**src/rtl/cpu_pkg.sv**
```systemverilog
// Shared CPU definitions: ALU opcodes, register index width and the zero register.
package cpu_pkg;

   localparam int unsigned REG_IDX_W = 5;
   localparam int unsigned REG_ZERO  = 0;

   typedef enum logic [2:0] {
      ALU_AND  = 3'b000,
      ALU_OR   = 3'b001,
      ALU_ADD  = 3'b010,
      ALU_SLTU = 3'b011,
      ALU_XOR  = 3'b100,
      ALU_NOR  = 3'b101,
      ALU_SUB  = 3'b110,
      ALU_SLT  = 3'b111
   } alu_op_e;

endpackage

```
**src/rtl/fwd_mux.sv**
```systemverilog
// Operand forwarding select: MEM result beats WB result, register zero is never forwarded.
module fwd_mux #(
   parameter bit          FWD_EN    = 1'b1,
   parameter int unsigned REG_IDX_W = cpu_pkg::REG_IDX_W
) (
   input  logic [REG_IDX_W-1:0] idx,
   input  logic [31:0]          val,
   input  logic                 mem_wen,
   input  logic [REG_IDX_W-1:0] mem_idx,
   input  logic [31:0]          mem_val,
   input  logic                 wb_wen,
   input  logic [REG_IDX_W-1:0] wb_idx,
   input  logic [31:0]          wb_val,
   output logic [31:0]          fwd_val
);
   import cpu_pkg::*;

   localparam logic [REG_IDX_W-1:0] ZERO_IDX = REG_IDX_W'(REG_ZERO);

   always_comb begin
      fwd_val = val;
      if (FWD_EN && (idx != ZERO_IDX)) begin
         if (mem_wen && (mem_idx == idx)) begin
            fwd_val = mem_val;
         end else if (wb_wen && (wb_idx == idx)) begin
            fwd_val = wb_val;
         end
      end
   end

endmodule

```
**src/rtl/id_ex_stage.sv**
```systemverilog
// Decode/execute pipeline register with valid/ready handshake, MEM/WB operand
// forwarding at capture and while held, and a stall-cycle counter.
module id_ex_stage #(
   parameter bit          FWD_EN    = 1'b1,
   parameter int unsigned REG_IDX_W = cpu_pkg::REG_IDX_W
) (
   input  logic                 clk,
   input  logic                 rst,
   input  logic                 in_valid,
   output logic                 in_ready,
   input  logic [31:0]          in_pc,
   input  logic [REG_IDX_W-1:0] in_rs_idx,
   input  logic [REG_IDX_W-1:0] in_rt_idx,
   input  logic [REG_IDX_W-1:0] in_rd_idx,
   input  logic [31:0]          in_rs_val,
   input  logic [31:0]          in_rt_val,
   input  logic [31:0]          in_imm,
   input  logic                 in_use_imm,
   input  logic [2:0]           in_alu_op,
   input  logic                 in_wen,
   input  logic                 fwd_mem_wen,
   input  logic [REG_IDX_W-1:0] fwd_mem_idx,
   input  logic [31:0]          fwd_mem_val,
   input  logic                 fwd_wb_wen,
   input  logic [REG_IDX_W-1:0] fwd_wb_idx,
   input  logic [31:0]          fwd_wb_val,
   input  logic                 flush,
   output logic                 out_valid,
   input  logic                 out_ready,
   output logic [31:0]          alu_a,
   output logic [31:0]          alu_b,
   output logic [2:0]           alu_op,
   output logic [31:0]          out_store_data,
   output logic [REG_IDX_W-1:0] out_rd_idx,
   output logic                 out_wen,
   output logic [31:0]          out_pc,
   output logic [31:0]          stall_cnt
);
   import cpu_pkg::*;

   logic                 valid_q, valid_d;
   logic [31:0]          pc_q, pc_d;
   logic [REG_IDX_W-1:0] rs_idx_q, rs_idx_d;
   logic [REG_IDX_W-1:0] rt_idx_q, rt_idx_d;
   logic [REG_IDX_W-1:0] rd_idx_q, rd_idx_d;
   logic [31:0]          rs_val_q, rs_val_d;
   logic [31:0]          rt_val_q, rt_val_d;
   logic [31:0]          imm_q, imm_d;
   logic                 use_imm_q, use_imm_d;
   alu_op_e              alu_op_q, alu_op_d;
   logic                 wen_q, wen_d;
   logic [31:0]          stall_cnt_q, stall_cnt_d;

   logic [31:0] in_rs_fwd, in_rt_fwd;
   logic [31:0] held_rs_fwd, held_rt_fwd;
   logic        accept;

   fwd_mux #(.FWD_EN(FWD_EN), .REG_IDX_W(REG_IDX_W)) u_fwd_in_rs (
      .idx(in_rs_idx), .val(in_rs_val),
      .mem_wen(fwd_mem_wen), .mem_idx(fwd_mem_idx), .mem_val(fwd_mem_val),
      .wb_wen(fwd_wb_wen), .wb_idx(fwd_wb_idx), .wb_val(fwd_wb_val),
      .fwd_val(in_rs_fwd)
   );

   fwd_mux #(.FWD_EN(FWD_EN), .REG_IDX_W(REG_IDX_W)) u_fwd_in_rt (
      .idx(in_rt_idx), .val(in_rt_val),
      .mem_wen(fwd_mem_wen), .mem_idx(fwd_mem_idx), .mem_val(fwd_mem_val),
      .wb_wen(fwd_wb_wen), .wb_idx(fwd_wb_idx), .wb_val(fwd_wb_val),
      .fwd_val(in_rt_fwd)
   );

   fwd_mux #(.FWD_EN(FWD_EN), .REG_IDX_W(REG_IDX_W)) u_fwd_held_rs (
      .idx(rs_idx_q), .val(rs_val_q),
      .mem_wen(fwd_mem_wen), .mem_idx(fwd_mem_idx), .mem_val(fwd_mem_val),
      .wb_wen(fwd_wb_wen), .wb_idx(fwd_wb_idx), .wb_val(fwd_wb_val),
      .fwd_val(held_rs_fwd)
   );

   fwd_mux #(.FWD_EN(FWD_EN), .REG_IDX_W(REG_IDX_W)) u_fwd_held_rt (
      .idx(rt_idx_q), .val(rt_val_q),
      .mem_wen(fwd_mem_wen), .mem_idx(fwd_mem_idx), .mem_val(fwd_mem_val),
      .wb_wen(fwd_wb_wen), .wb_idx(fwd_wb_idx), .wb_val(fwd_wb_val),
      .fwd_val(held_rt_fwd)
   );

   assign in_ready = !valid_q || out_ready;
   assign accept   = in_valid && in_ready;

   always_comb begin
      valid_d     = valid_q;
      pc_d        = pc_q;
      rs_idx_d    = rs_idx_q;
      rt_idx_d    = rt_idx_q;
      rd_idx_d    = rd_idx_q;
      // Held operands re-absorb any retiring producer every cycle.
      rs_val_d    = held_rs_fwd;
      rt_val_d    = held_rt_fwd;
      imm_d       = imm_q;
      use_imm_d   = use_imm_q;
      alu_op_d    = alu_op_q;
      wen_d       = wen_q;
      stall_cnt_d = stall_cnt_q;

      if (valid_q && !out_ready && !flush) begin
         stall_cnt_d = stall_cnt_q + 32'd1;
      end

      if (flush) begin
         valid_d = 1'b0;
      end else if (accept) begin
         valid_d   = 1'b1;
         pc_d      = in_pc;
         rs_idx_d  = in_rs_idx;
         rt_idx_d  = in_rt_idx;
         rd_idx_d  = in_rd_idx;
         rs_val_d  = in_rs_fwd;
         rt_val_d  = in_rt_fwd;
         imm_d     = in_imm;
         use_imm_d = in_use_imm;
         alu_op_d  = alu_op_e'(in_alu_op);
         wen_d     = in_wen;
      end else if (out_ready) begin
         valid_d = 1'b0;
      end
   end

   always_ff @(posedge clk or posedge rst) begin
      if (rst) begin
         valid_q     <= 1'b0;
         pc_q        <= '0;
         rs_idx_q    <= '0;
         rt_idx_q    <= '0;
         rd_idx_q    <= '0;
         rs_val_q    <= '0;
         rt_val_q    <= '0;
         imm_q       <= '0;
         use_imm_q   <= 1'b0;
         alu_op_q    <= ALU_AND;
         wen_q       <= 1'b0;
         stall_cnt_q <= '0;
      end else begin
         valid_q     <= valid_d;
         pc_q        <= pc_d;
         rs_idx_q    <= rs_idx_d;
         rt_idx_q    <= rt_idx_d;
         rd_idx_q    <= rd_idx_d;
         rs_val_q    <= rs_val_d;
         rt_val_q    <= rt_val_d;
         imm_q       <= imm_d;
         use_imm_q   <= use_imm_d;
         alu_op_q    <= alu_op_d;
         wen_q       <= wen_d;
         stall_cnt_q <= stall_cnt_d;
      end
   end

   assign out_valid      = valid_q;
   assign alu_a          = held_rs_fwd;
   assign alu_b          = use_imm_q ? imm_q : held_rt_fwd;
   assign out_store_data = held_rt_fwd;
   assign alu_op         = alu_op_q;
   assign out_rd_idx     = rd_idx_q;
   assign out_wen        = valid_q && wen_q;
   assign out_pc         = pc_q;
   assign stall_cnt      = stall_cnt_q;

endmodule

```
**config.mk**
```make
export PLATFORM = sky130hd
export DESIGN_NAME = id_ex_stage
export DESIGN_NICKNAME = d
export VERILOG_FILES = /design/src/rtl/cpu_pkg.sv /design/src/rtl/fwd_mux.sv /design/src/rtl/id_ex_stage.sv
export SDC_FILE = /design/constraint.sdc
export NUM_CORES = 1
export LEC_CHECK = 0
export CORE_AREA = 2 2 156 158
export CTS_CLUSTER_DIAMETER = 30
export DETAILED_ROUTE_END_ITERATION = 16
export DIE_AREA = 0 0 158 160
export PLACE_DENSITY = 0.78
export SYNTH_ARGS = -nofsm -noshare
export SYNTH_HDL_FRONTEND = slang
export SYNTH_SLANG_ARGS = --single-unit
export TNS_END_PERCENT = 30
```
**constraint.sdc**
```tcl
create_clock -name clk -period 7.2 [get_ports clk]
set_input_delay 0.72 -clock clk [delete_from_list [all_inputs] [get_ports clk]]
set_output_delay 0.72 -clock clk [all_outputs]
set_load 0.02 [all_outputs]
```
# --- Word level (Yosys, flattened, before mapping) ---
# Index checks and enable logic that the tools add are counted.
word_totals:
  register_bits: 181
  latch_bits: 0
  ramBits: 0
  romBits: 0
  output_inout_bits: 171
  mem_count: 0
classes:
  addsub: 1
  n_mul: 0
  div_mod_pow: 0
  order_cmp: 0
  eq_ne: 8
  shift: 0
  muxes: 20
  bitwise_logic: 1
  reduce_logical: 22
ops:
  columns: ["cell", "count"]
  rows:
  - ["two-way mux 32 bit", 17]
  - ["== test 5 bit", 8]
  - ["adder 32 x 1 -> 32 bit, second input constant", 1]
  - ["nonzero test 5 bit", 4]
  - ["logical AND 1 bit", 12]
  - ["logical NOT 1 bit", 3]
  - ["two-way mux 1 bit", 3]
  - ["nonzero test 3 bit", 1]
  - ["AND reduction 2 bit", 1]
  - ["logical OR 1 bit", 1]
  - ["NOT 1 bit", 1]

# --- Longest topological paths before layout ---
# Gate-level depths: netlist (run 1).
logic_depth:
  word_depth: 7
  depth_mapped: 9
  ltp_nobuf: 6

# --- Hierarchy ---
# A second synthesis (run 1) with hierarchy kept.
unflattened:
  hier_cells: 876
  hier_area_um2: 11059.4
by_module_without_submodules:
  columns: ["mod", "instances", "cells_per_inst", "area_each_um2"]
  rows:
  - ["id_ex_stage", 1, 484, 7370.8]
  - ["fwd_mux", 4, 98, 922.1]

# --- Worst setup path before layout (run 1) ---
# Ideal clock, no wire load.
synth_path:
  path_kind: "in2out"
  from: "input fwd_mem_idx[4]"
  to: "output alu_b[10]"
  arrival_ps: 2490
  setup_slack_ps: 3990
  cell_stages: 8
  n_path_buf: 2
  path_cell_list: "clkbuf_1 > xnor2_1 > nand4_1 > or2_1 > a21oi_4 > buf_2 > o22ai_1 > o21ai_0"
synth_via:
  elab_chain_len: 5
synth_rtl:
  columns: ["element", "line", "text"]
  rows:
  - ["start: declaration", "id_ex_stage.sv:22", "input logic [REG_IDX_W-1:0] fwd_mem_idx,"]
  - ["== test 5 bit", "fwd_mux.sv:23", "if (mem_wen && (mem_idx == idx)) begin"]
  - ["logical AND 1 bit", "fwd_mux.sv:23", null]
  - ["two-way mux 32 bit", "fwd_mux.sv:23", null]
  - ["two-way mux 32 bit", "fwd_mux.sv:22", "if (FWD_EN && (idx != ZERO_IDX)) begin"]
  - ["two-way mux 32 bit", "id_ex_stage.sv:159", "assign alu_b = use_imm_q ? imm_q : held_rt_fwd;"]
  - ["end: declaration", "id_ex_stage.sv:31", "output logic [31:0] alu_b,"]
# No other way between the ends.

# --- Worst setup path in the final report (run 1) ---
layout_path:
  from: "input fwd_mem_idx[1]"
  to: "output alu_b[1]"
# The elaborated chain is that of the path after synthesis.

==> qor.yml, run 1 <==
outcome: "complete, no violations"
die_w_um: 158
overflow: 0
cp.required_ns: 6.48
die_h_um: 160
drive_above_1_share_pct: 9.223
clkTransAtPathRegs_ns: 0.08
ant_nets: 0
async_flop_share_pct: 100.0
synth_warnings: 0
tns_ns: 0
cts_hold_buffers: 0
worst_slack_ns: 1.944
cts_root_buf: "clkbuf_16"
cts_tree: "yes"
grt_max_degree: 163
start_util_pct: 43.94
timing.rr.start: "rs_idx_q[1]"
finalSetupViolations: 0
io_pins: 400
wirelength_mm: 39.54
via_per_inst: 5.765
antenna_found_initial: 3
synth_cell_types: 52
fin_skew_ns: 0.01837
synth_edf_count: 0
cts_max_path_buffers: 2
top_layer: "met4"
fmax_ghz: 0.1903
cts_resized: 0
postCtsSetupBuffers: 0
dpl.cell_count: 1810
grt_usage_pct: 30.74
syn_area_um2: 10470
hpwlAfterDp_mm: 26.88
vias: 10640
rows: 57
slew_headroom_pct: 19.84
area_delta_synth_final_pct: 45.61
ctsHtreeMaxLevel: 4
synthTopCellsByArea: "dfrtp_1 43%, nand2_1 12%, xnor2_1 4.4%"
nNetsFinal: 1735
ys_seq_area_share_pct: 43.27
cp_max_fo: 33
startpoint_type: "input pin"
finalHoldViolations: 0
ff2ff_path_depth: 6
wl_met2_mm: 18.86
r2r-end: "rs_val_q[15]"
setup.worst_path.end: "alu_b[1]"
avgSynthCellArea_um2: 9.000
netlist_instances: 1163
drv_slew: 0
drc: 0
grt_pass1_vias: 10590
synth_nets: 1393
first_iter_violations: 1099
final_core_util_pct: 63.99
dp_slack_ns: 2.002
cts.sinks: 181
place.gp.congestion: 0.8790
crit_path_start: "fwd_mem_idx[1]"
critPathCaptureType: "output port"
ys_ff_latch: 181
ys_top_cells_by_count: "326 x nand2_1, 181 x dfrtp_1, 67 x inv_1, 60 x a22oi_1, 59 x o22ai_1"
r2r_slack_ns: 4.10
met3_length_mm: 3.194
max_cap_viol_count: 0
yosysTopAreaCellShare_pct: 43.27
synth.most_common_cell: "nand2_1"
clk_latency_ns: 0.44
criticalPathCategory: "input pin to output port"
period_share_pct: 73.00
wl_met1_mm: 15.96
layout.cells.non_filler: 1845
wl_per_cell_um: 21.43
worst_pin_slew_ns: 1.202
synthFlopType: "dfrtp_1"
min_period_ns: 5.256
p_leak_nw: 6.506
hold_class: "flip-flop to flip-flop"
ir_worst_vdd_mv: 0.1434
core_area_um2: 23820
grt_pass1_wl_mm: 60.35
dieArea_um2: 25280
hold_start: "out_rd_idx[3]"
yosysTopAreaCell: "dfrtp_1"
powerDensity_nw_per_um2: 243.0
first_pass_iters: 5
grt_setup_unrepaired: "false"
total_power_mw: 3.704
port_buffers: 399
cts_made_buffers: 17
cp.arrival_ns: 4.54
[logic make-up (layout without fill, tap and decap cells)]
group                    Yosys count  count (layout)  share of synthesized area (%)
AO/OA/AOI/OAI                    325             325                          26.07
XOR/XNOR                          71              71                          5.941
adder cells (fa/ha/maj)            1               1                         0.1195
buffers and inverters            156             511                          6.526
flip-flops                       181             181                          43.27
multiplexers                       6               6                         0.6454
other                              0               3                              0
AND/OR/NAND/NOR                  423             423                          17.43
[worst min path at each step]
| stage | endpoint | slack, ns | cells past startpoint |
|---|---|---|---|
| 2_1_floorplan | wen_q | 0.44 | 2 |
| 6_report | out_rd_idx[3] | 0.48 | 2 |
| 3_5_place_dp | imm_q[17] | 0.46 | 2 |
| 3_3_place_gp | wen_q | 0.45 | 2 |
| 4_1_cts | stall_cnt[31] | 0.48 | 1 |
| 5_1_grt | out_rd_idx[3] | 0.50 | 2 |
[metal layers]
layer | GRT usage [%] | vias up
met5 | 0 | -
met4 | 12.90 | 0
met3 | 6.214 | 94
met2 | 50.16 | 562
met1 | 39.72 | 5196
li1 | - | 4785
[layout make-up]
class,instances,area [um^2]
fillers,2016,8578
well taps,324,405.4
flip-flops and latches,181,4531
diodes,3,7.507
repair buffers,412,4104
inverters,67,259.0
multi-input cells,826,5299
clock buffers,17,425.4
clock inverters,15,211.5
[per-stage QoR]
stage | cell area [um^2] | hold WS, ns
5_1_grt | 15240 | 0.5007
4_1_cts | 15230 | 0.4810
3_5_place_dp | 14600 | 0.4606
6_report | 15240 | 0.4786
3_3_place_gp | 14600 | 0.4540
2_1_floorplan | 10470 | 0.4380
[critical path, cell delays in order]
cell and delay, ns:
clkdlybuf4s50_1 0.62, xnor2_1 0.16, nand4_1 0.21, or2_1 0.29, buf_4 0.27, a21oi_4 0.97
o22ai_1 0.29, o21ai_0 0.32, clkdlybuf4s50_1 0.67
[registers in the layout, summed over array words and instances (netlist names)]
register    flops
imm_q          32
out_pc         32
rs_val_q       32
rt_val_q       32
stall_cnt      32
out_rd_idx      5
rs_idx_q        5
rt_idx_q        5
alu_op          3
out_valid       1
use_imm_q       1
wen_q           1
[cells in the final DEF, fill, tap and decap left out, types with 4 or more instances in the layout]
master and count:
clkdlybuf4s50_1 399, nand2_1 325, dfrtp_1 180, inv_1 66, a22oi_1 60, o22ai_1 59
xnor2_1 53, a21oi_1 36, o22a_1 32, a22oi_2 30, nand3_1 24, a2bb2oi_1 20
a221oi_2 20, nor2_1 19, nand4_1 18, xor2_1 18, a2bb2oi_2 17, clkbuf_16 17
o21ai_1 16, o21ai_0 14, buf_4 12, a221oi_1 8, clkinv_8 7, mux2_2 6
nor2_4 4
[power breakdown]
part / switching (mW) / internal, mW / leakage, nW
Clock: 0.512 / 0.484 / 0.305
Combinational: 0.758 / 0.684 / 4.00
Sequential: 0.0892 / 1.18 / 2.20
Total: 1.36 / 2.35 / 6.51
No activity file was read; power rests on OpenSTA's default activity.
==> inputs of run 2 (changes only) <==
--- a/config.mk
+++ b/config.mk
@@ -5,11 +5,11 @@
 export SDC_FILE = /design/constraint.sdc
 export NUM_CORES = 1
 export LEC_CHECK = 0
-export CORE_AREA = 2 2 156 158
+export CORE_AREA = 2 2 163 165
 export CTS_CLUSTER_DIAMETER = 30
 export DETAILED_ROUTE_END_ITERATION = 16
-export DIE_AREA = 0 0 158 160
-export PLACE_DENSITY = 0.78
+export DIE_AREA = 0 0 165 167
+export PLACE_DENSITY = 0.75
 export SYNTH_ARGS = -nofsm -noshare
 export SYNTH_HDL_FRONTEND = slang
 export SYNTH_SLANG_ARGS = --single-unit
==> constraint.sdc (replaced) <==
create_clock -name clk -period 4.4 [get_ports clk]
set_input_delay 0.44 -clock clk [delete_from_list [all_inputs] [get_ports clk]]
set_output_delay 0.44 -clock clk [all_outputs]
set_load 0.02 [all_outputs]
==> qor.yml, run 2 (synthesized netlist as in run 1, its figures left out) <==
fmax_ghz: 0.2528
critPathCaptureType: "output port"
sequentialPowerShare_pct: 34.3  # about the same
overflow: 0  # unchanged
area_delta_synth_final_pct: 46.71
crit_path_start: "fwd_mem_idx[4]"
hold_start: "out_rd_idx[1]"
cp_max_fo: 21  # -36%
cts_made_buffers: 17  # unchanged
cts_root_buf: "clkbuf_16"
drc: 0  # unchanged
drv_slew: 0  # unchanged
setup.worst_path.end: "alu_b[17]"
criticalPathCategory: "input pin to output port"
die_w_um: 165  # +4.4%
fin_skew_ns: 0.01590  # -0.002467 ns
tns_ns: 0  # unchanged
p_int_mw: 3.842  # +64%
hpwlAfterDp_mm: 27.45  # +2.1%
io_pins: 400  # unchanged
finalHoldViolations: 0  # unchanged
combPwrFrac_pct: 38.8  # about the same
start_util_pct: 40.63  # -3.3 points
timing.rr.start: "rt_idx_q[1]"
final_core_util_pct: 59.61  # -4.4 points
max_cap_viol_count: 0  # unchanged
ir_worst_vdd_mv: 0.2036  # +42%
grt_pass1_vias: 10630  # +0.40%
ctsHtreeMaxLevel: 4  # unchanged
port_buffers: 399  # unchanged
antenna_found_initial: 4  # +1
cts_resized: 0  # unchanged
cts_hold_buffers: 0  # unchanged
worst_pin_slew_ns: 1.043  # -0.1592 ns
cts.sinks: 181  # unchanged
ff2ff_path_depth: 7  # +1
cts_max_path_buffers: 2  # unchanged
first_pass_iters: 6  # +1
layout_commonest_cell: "clkdlybuf4s50_1"
r2r-end: "rt_val_q[17]"
rows: 59  # +3.5%
cts_tree: "yes"
min_period_ns: 3.956
grt_max_degree: 160  # -1.8%
via_per_inst: 5.630  # -2.3%
finalSetupViolations: 0  # unchanged
clkTransAtPathRegs_ns: 0.09  # about the same
hold_class: "flip-flop to flip-flop"
layout_common_cells: "397 x clkdlybuf4s50_1, 325 x nand2_1, 180 x dfrtp_1"
grt_usage_pct: 28.26  # -2.5 points
dieArea_um2: 27560  # +9.0%
grt_pass1_wl_mm: 60.28  # -0.11%
vias: 10510  # -1.2%
grt_setup_unrepaired: "false"
p_leak_nw: 6.563  # +0.88%
r2r_slack_ns: 1.58  # -2.52 ns
place.gp.congestion: 0.8829  # +0.44%
nNetsFinal: 1745  # +0.58%
core_area_um2: 25760  # +8.2%
sw_frac_of_total_pct: 36.81  # +0.13 points
power_frac_clock_pct: 27.0  # about the same
clk_latency_ns: 0.45  # about the same
ant_nets: 0  # unchanged
startpoint_type: "input pin"
postCtsSetupBuffers: 0  # unchanged
cp.arrival_ns: 3.52  # -1.02 ns
first_iter_violations: 863  # -21%
cp.required_ns: 3.96  # -2.52 ns
wl_per_cell_um: 21.20  # -1.1%
p_switching_mw: 2.238  # +65%
drive_above_1_share_pct: 9.948  # +0.72 points
wirelength_mm: 39.58  # +0.11%
outcome: "complete, no violations"
powerDensity_nw_per_um2: 395.9  # +63%
die_h_um: 167  # +4.4%
slew_headroom_pct: 30.31  # +10 points
period_share_pct: 89.91
==> run 2: cell count changes in the layout (fill, tap and decap cells not counted), sizes merged <==
cell           previous run  this run
buf                      13        25
clkdlybuf4s50           399       397
clkinvlp                  0         1
diode                     3         4
inv                      73        72
==> run 2: how the worst min path moves through the flow <==
stage                         end  slack [ns]  cells past startpoint
global placement            wen_q        0.45                      2
global route            imm_q[27]        0.50                      2
detailed placement       imm_q[8]        0.46                      2
floorplan                   wen_q        0.44                      2
CTS                      imm_q[2]        0.48                      2
finish              out_rd_idx[1]        0.48                      2
==> run 2: stage by stage <==
stage	cells	worst slack, ns	instance area, um^2	power (mW)	hold slack [ns]
floorplan	1163	1.637	10470	3.319	0.4380
global placement	1831	0.4606	14720	4.428	0.4512
detailed placement	1831	0.4054	14720	4.468	0.4607
CTS	1863	0.3853	15350	6.109	0.4817
global route	1867	0.2850	15360	6.350	0.5034
finish	1867	0.4441	15360	6.080	0.4775
==> run 2: critical path, stage by stage <==
cell and delay (ns):
clkdlybuf4s50_1 0.61, xnor2_1 0.16, nand4_1 0.25, o211ai_4 0.62
buf_12 0.25, a2bb2oi_1 0.19, o22a_1 0.23, mux2_2 0.16
clkdlybuf4s50_1 0.59
==> run 2: area by class of cell <==
| class | instances | area (um^2) |
|---|---|---|
| Sequential cell | 181 | 4531 |
| Timing Repair Buffer | 422 | 4212 |
| Fill cell | 2216 | 10410 |
| Multi-Input combinational cell | 826 | 5299 |
| Clock inverter | 15 | 206.4 |
| Clock buffer | 17 | 425.4 |
| Inverter | 67 | 255.2 |
| Antenna cell | 4 | 10.01 |
| Tap cell | 335 | 419.2 |
==> run 2: metal layers <==
layer  share of wire, %  wire length, um  up-vias  GRT usage, %
met5                  0                0        -             0
met4                2.4              955        0         10.59
met3                8.5             3356       58         7.646
met2                 48            18990      510         45.51
met1                 41            16280     5131         36.22
li1                   -                -     4812             -
==> run 2: power groups by stage <==
| stage | Sequential [mW] | Combinational (mW) | Clock, mW |
|---|---|---|---|
| finish | 2.08 | 2.36 | 1.64 |
| global route | 2.11 | 2.52 | 1.73 |
| floorplan | 2.15 | 1.16 | 0 |
| CTS | 2.08 | 2.36 | 1.67 |
| detailed placement | 2.11 | 2.36 | 0 |
| global placement | 2.10 | 2.33 | 0 |
==> inputs of run 3 (changes only) <==
--- a/config.mk
+++ b/config.mk
@@ -5,11 +5,14 @@
 export SDC_FILE = /design/constraint.sdc
 export NUM_CORES = 1
 export LEC_CHECK = 0
+export CAP_MARGIN = 10
 export CORE_AREA = 2 2 163 165
 export CTS_CLUSTER_DIAMETER = 30
 export DETAILED_ROUTE_END_ITERATION = 16
 export DIE_AREA = 0 0 165 167
 export PLACE_DENSITY = 0.75
+export SETUP_SLACK_MARGIN = 0.5
+export SLEW_MARGIN = 40
 export SYNTH_ARGS = -nofsm -noshare
 export SYNTH_HDL_FRONTEND = slang
 export SYNTH_SLANG_ARGS = --single-unit
==> qor.yml, run 3 (synthesized netlist as in run 1, its figures left out) <==
grt_usage_pct: 28.26  # about the same
met3_length_mm: 3.337  # -0.57%
total_power_mw: 6.098  # +0.29%
nNetsFinal: 1754  # +0.52%
max_cap_viol_count: 0  # unchanged
dp_slack_ns: 0.3956  # -0.009851 ns
grt_pass1_wl_mm: 60.24  # about the same
wl_met1_mm: 16.36  # +0.49%
path_cells: "clkdlybuf4s50_1 > xnor2_1 > nand4_1 > or2_2 > a21bo_2 > buf_4 > a22oi_2 > clkdlybuf4s50_1"
first_iter_violations: 915  # +6.0%
finalHoldViolations: 0  # unchanged
drive_above_1_share_pct: 10.61  # +0.66 points
startpoint_type: "input pin"
fin_skew_ns: 0.01510  # -0.0008043 ns
cp.required_ns: 3.96  # about the same
top_layer: "met4"
tns_ns: 0  # unchanged
powerDensity_nw_per_um2: 392.7  # -0.82%
timing.rr.start: "rt_idx_q[1]"
period_share_pct: 86.92  # -3.0 points
cpMaxStageDelayCell: "clkdlybuf4s50_1"
drv_slew: 0  # unchanged
path_common_cell: "clkdlybuf4s50_1"
outcome: "complete, no violations"
cts.sinks: 181  # unchanged
hpwlAfterDp_mm: 28.03  # +2.1%
vias: 10520  # +0.10%
drc: 0  # unchanged
cts_tree: "yes"
finalSetupViolations: 0  # unchanged
criticalPathCategory: "input pin to output port"
final_cell_area_um2: 15530  # +1.1%
place.gp.congestion: 0.8829  # unchanged
core_area_um2: 25760  # unchanged
layout_common_cells: "395 x clkdlybuf4s50_1, 325 x nand2_1, 180 x dfrtp_1"
ant_nets: 0  # unchanged
fmax_ghz: 0.2615  # +3.4%
layout_commonest_cell: "clkdlybuf4s50_1"
cp.arrival_ns: 3.38  # -0.14 ns
grt_max_degree: 160  # unchanged
dieArea_um2: 27560  # unchanged
overflow: 0  # unchanged
cts_max_path_buffers: 2  # unchanged
start_util_pct: 40.63  # unchanged
min_period_ns: 3.825  # -0.1313 ns
cts_made_buffers: 17  # unchanged
wl_per_cell_um: 21.20  # about the same
critPathCaptureType: "output port"
hold_class: "input pin to asynchronous set/reset pin"
final_core_util_pct: 60.27  # +0.67 points
ctsHtreeMaxLevel: 4  # unchanged
first_pass_iters: 5  # -1
slew_headroom_pct: 34.00  # +3.7 points
worst_pin_slew_ns: 0.9900  # -0.05319 ns
antenna_found_initial: 3  # -1
place_area_um2: 14840  # +0.88%
port_buffers: 399  # unchanged
via_per_inst: 5.615  # -0.27%
crit_path_start: "fwd_mem_idx[3]"
cp_max_fo: 21  # unchanged
wirelength_mm: 39.72  # +0.36%
cts_root_buf: "clkbuf_16"
io_pins: 400  # unchanged
ir_worst_vdd_mv: 0.2304  # +13%
grt_setup_unrepaired: "true"
clk_latency_ns: 0.45  # about the same
grt_pass1_vias: 10630  # unchanged
area_delta_synth_final_pct: 48.35
wl_met2_mm: 19.26  # +1.4%
max_stage_delay_ns: 0.69  # +0.07 ns
clkTransAtPathRegs_ns: 0.08  # about the same
die_w_um: 165  # unchanged
rows: 59  # unchanged
p_leak_nw: 6.656  # +1.4%
die_h_um: 167  # unchanged
worst_slack_ns: 0.5754  # +0.1313 ns
-- run 3: changes by cell type in the layout (fill, tap and decap cells not counted), moves of 2 or more --
| cell | change |
|---|---|
| buf_4 | +4 |
| o22ai_1 | -2 |
| buf_12 | +2 |
| buf_16 | +3 |
| clkdlybuf4s50_1 | -2 |
| o22ai_2 | +2 |
| diode_2 | -2 |
| dlymetal6s2s_1 | +2 |
-- run 3: cell type report --
class	count	area [um^2]
sequential	181	4531
fill	2217	10230
tap	335	419.2
inverter	67	255.2
antenna	2	5.005
multi-input combinational	826	5318
timing repair buffer	431	4369
clock inverter	15	206.4
clock buffer	17	425.4
-- run 3: worst max-delay path: cells and delay by family --
family	cells	cell delay, ns
XOR/XNOR	1	0.16
buffers and inverters	3	1.64
AO/OA/AOI/OAI	2	0.61
AND/OR/NAND/NOR	2	0.50
-- run 3: per-layer routing --
layer | vias up | global-route usage (%)
met5 | - | 0
met4 | 0 | 8.620
met3 | 54 | 7.572
met2 | 494 | 46.72
met1 | 5159 | 36.01
li1 | 4815 | -
-- run 3: power by group --
group          total (mW)  switching [mW]  internal [mW]  leakage, nW
combinational        2.38            1.24           1.14         4.16
clock                1.64           0.850          0.788        0.301
sequential           2.08           0.155           1.93         2.20
total                6.10            2.24           3.86         6.66
-- run 3: final timing paths --
kind	to	slack (ns)	cells past startpoint
setup / recovery	alu_a[17]	0.58	8
hold / removal	out_pc[14]	0.22	2
setup reg to reg	rt_val_q[17]	1.84	7
hold reg to reg	out_rd_idx[1]	0.48	2
max in group asynchronous	imm_q[16]	3.36	4
min in group clk	out_rd_idx[1]	0.48	2
-- run 3: through the flow --
stage,hold WS (ns),instances
floorplan,0.4380,1163
detailed placement,0.4618,1836
global placement,0.4512,1831
finish,0.2182,1874
CTS,0.2025,1870
global route,0.2075,1874
-- run 3: what timing repair did --
| action | CTS | global route |
|---|---|---|
| pin swaps | 1 | 1 |
| cloned | 0 | 0 |
| hold buffers | 0 | 0 |
| endpoints found under the setup margin | 6 | 21 |
| setup buffers | 2 | 2 |
| gates resized for setup | 1 | 4 |
| endpoints found under the hold margin | 0 | 0 |
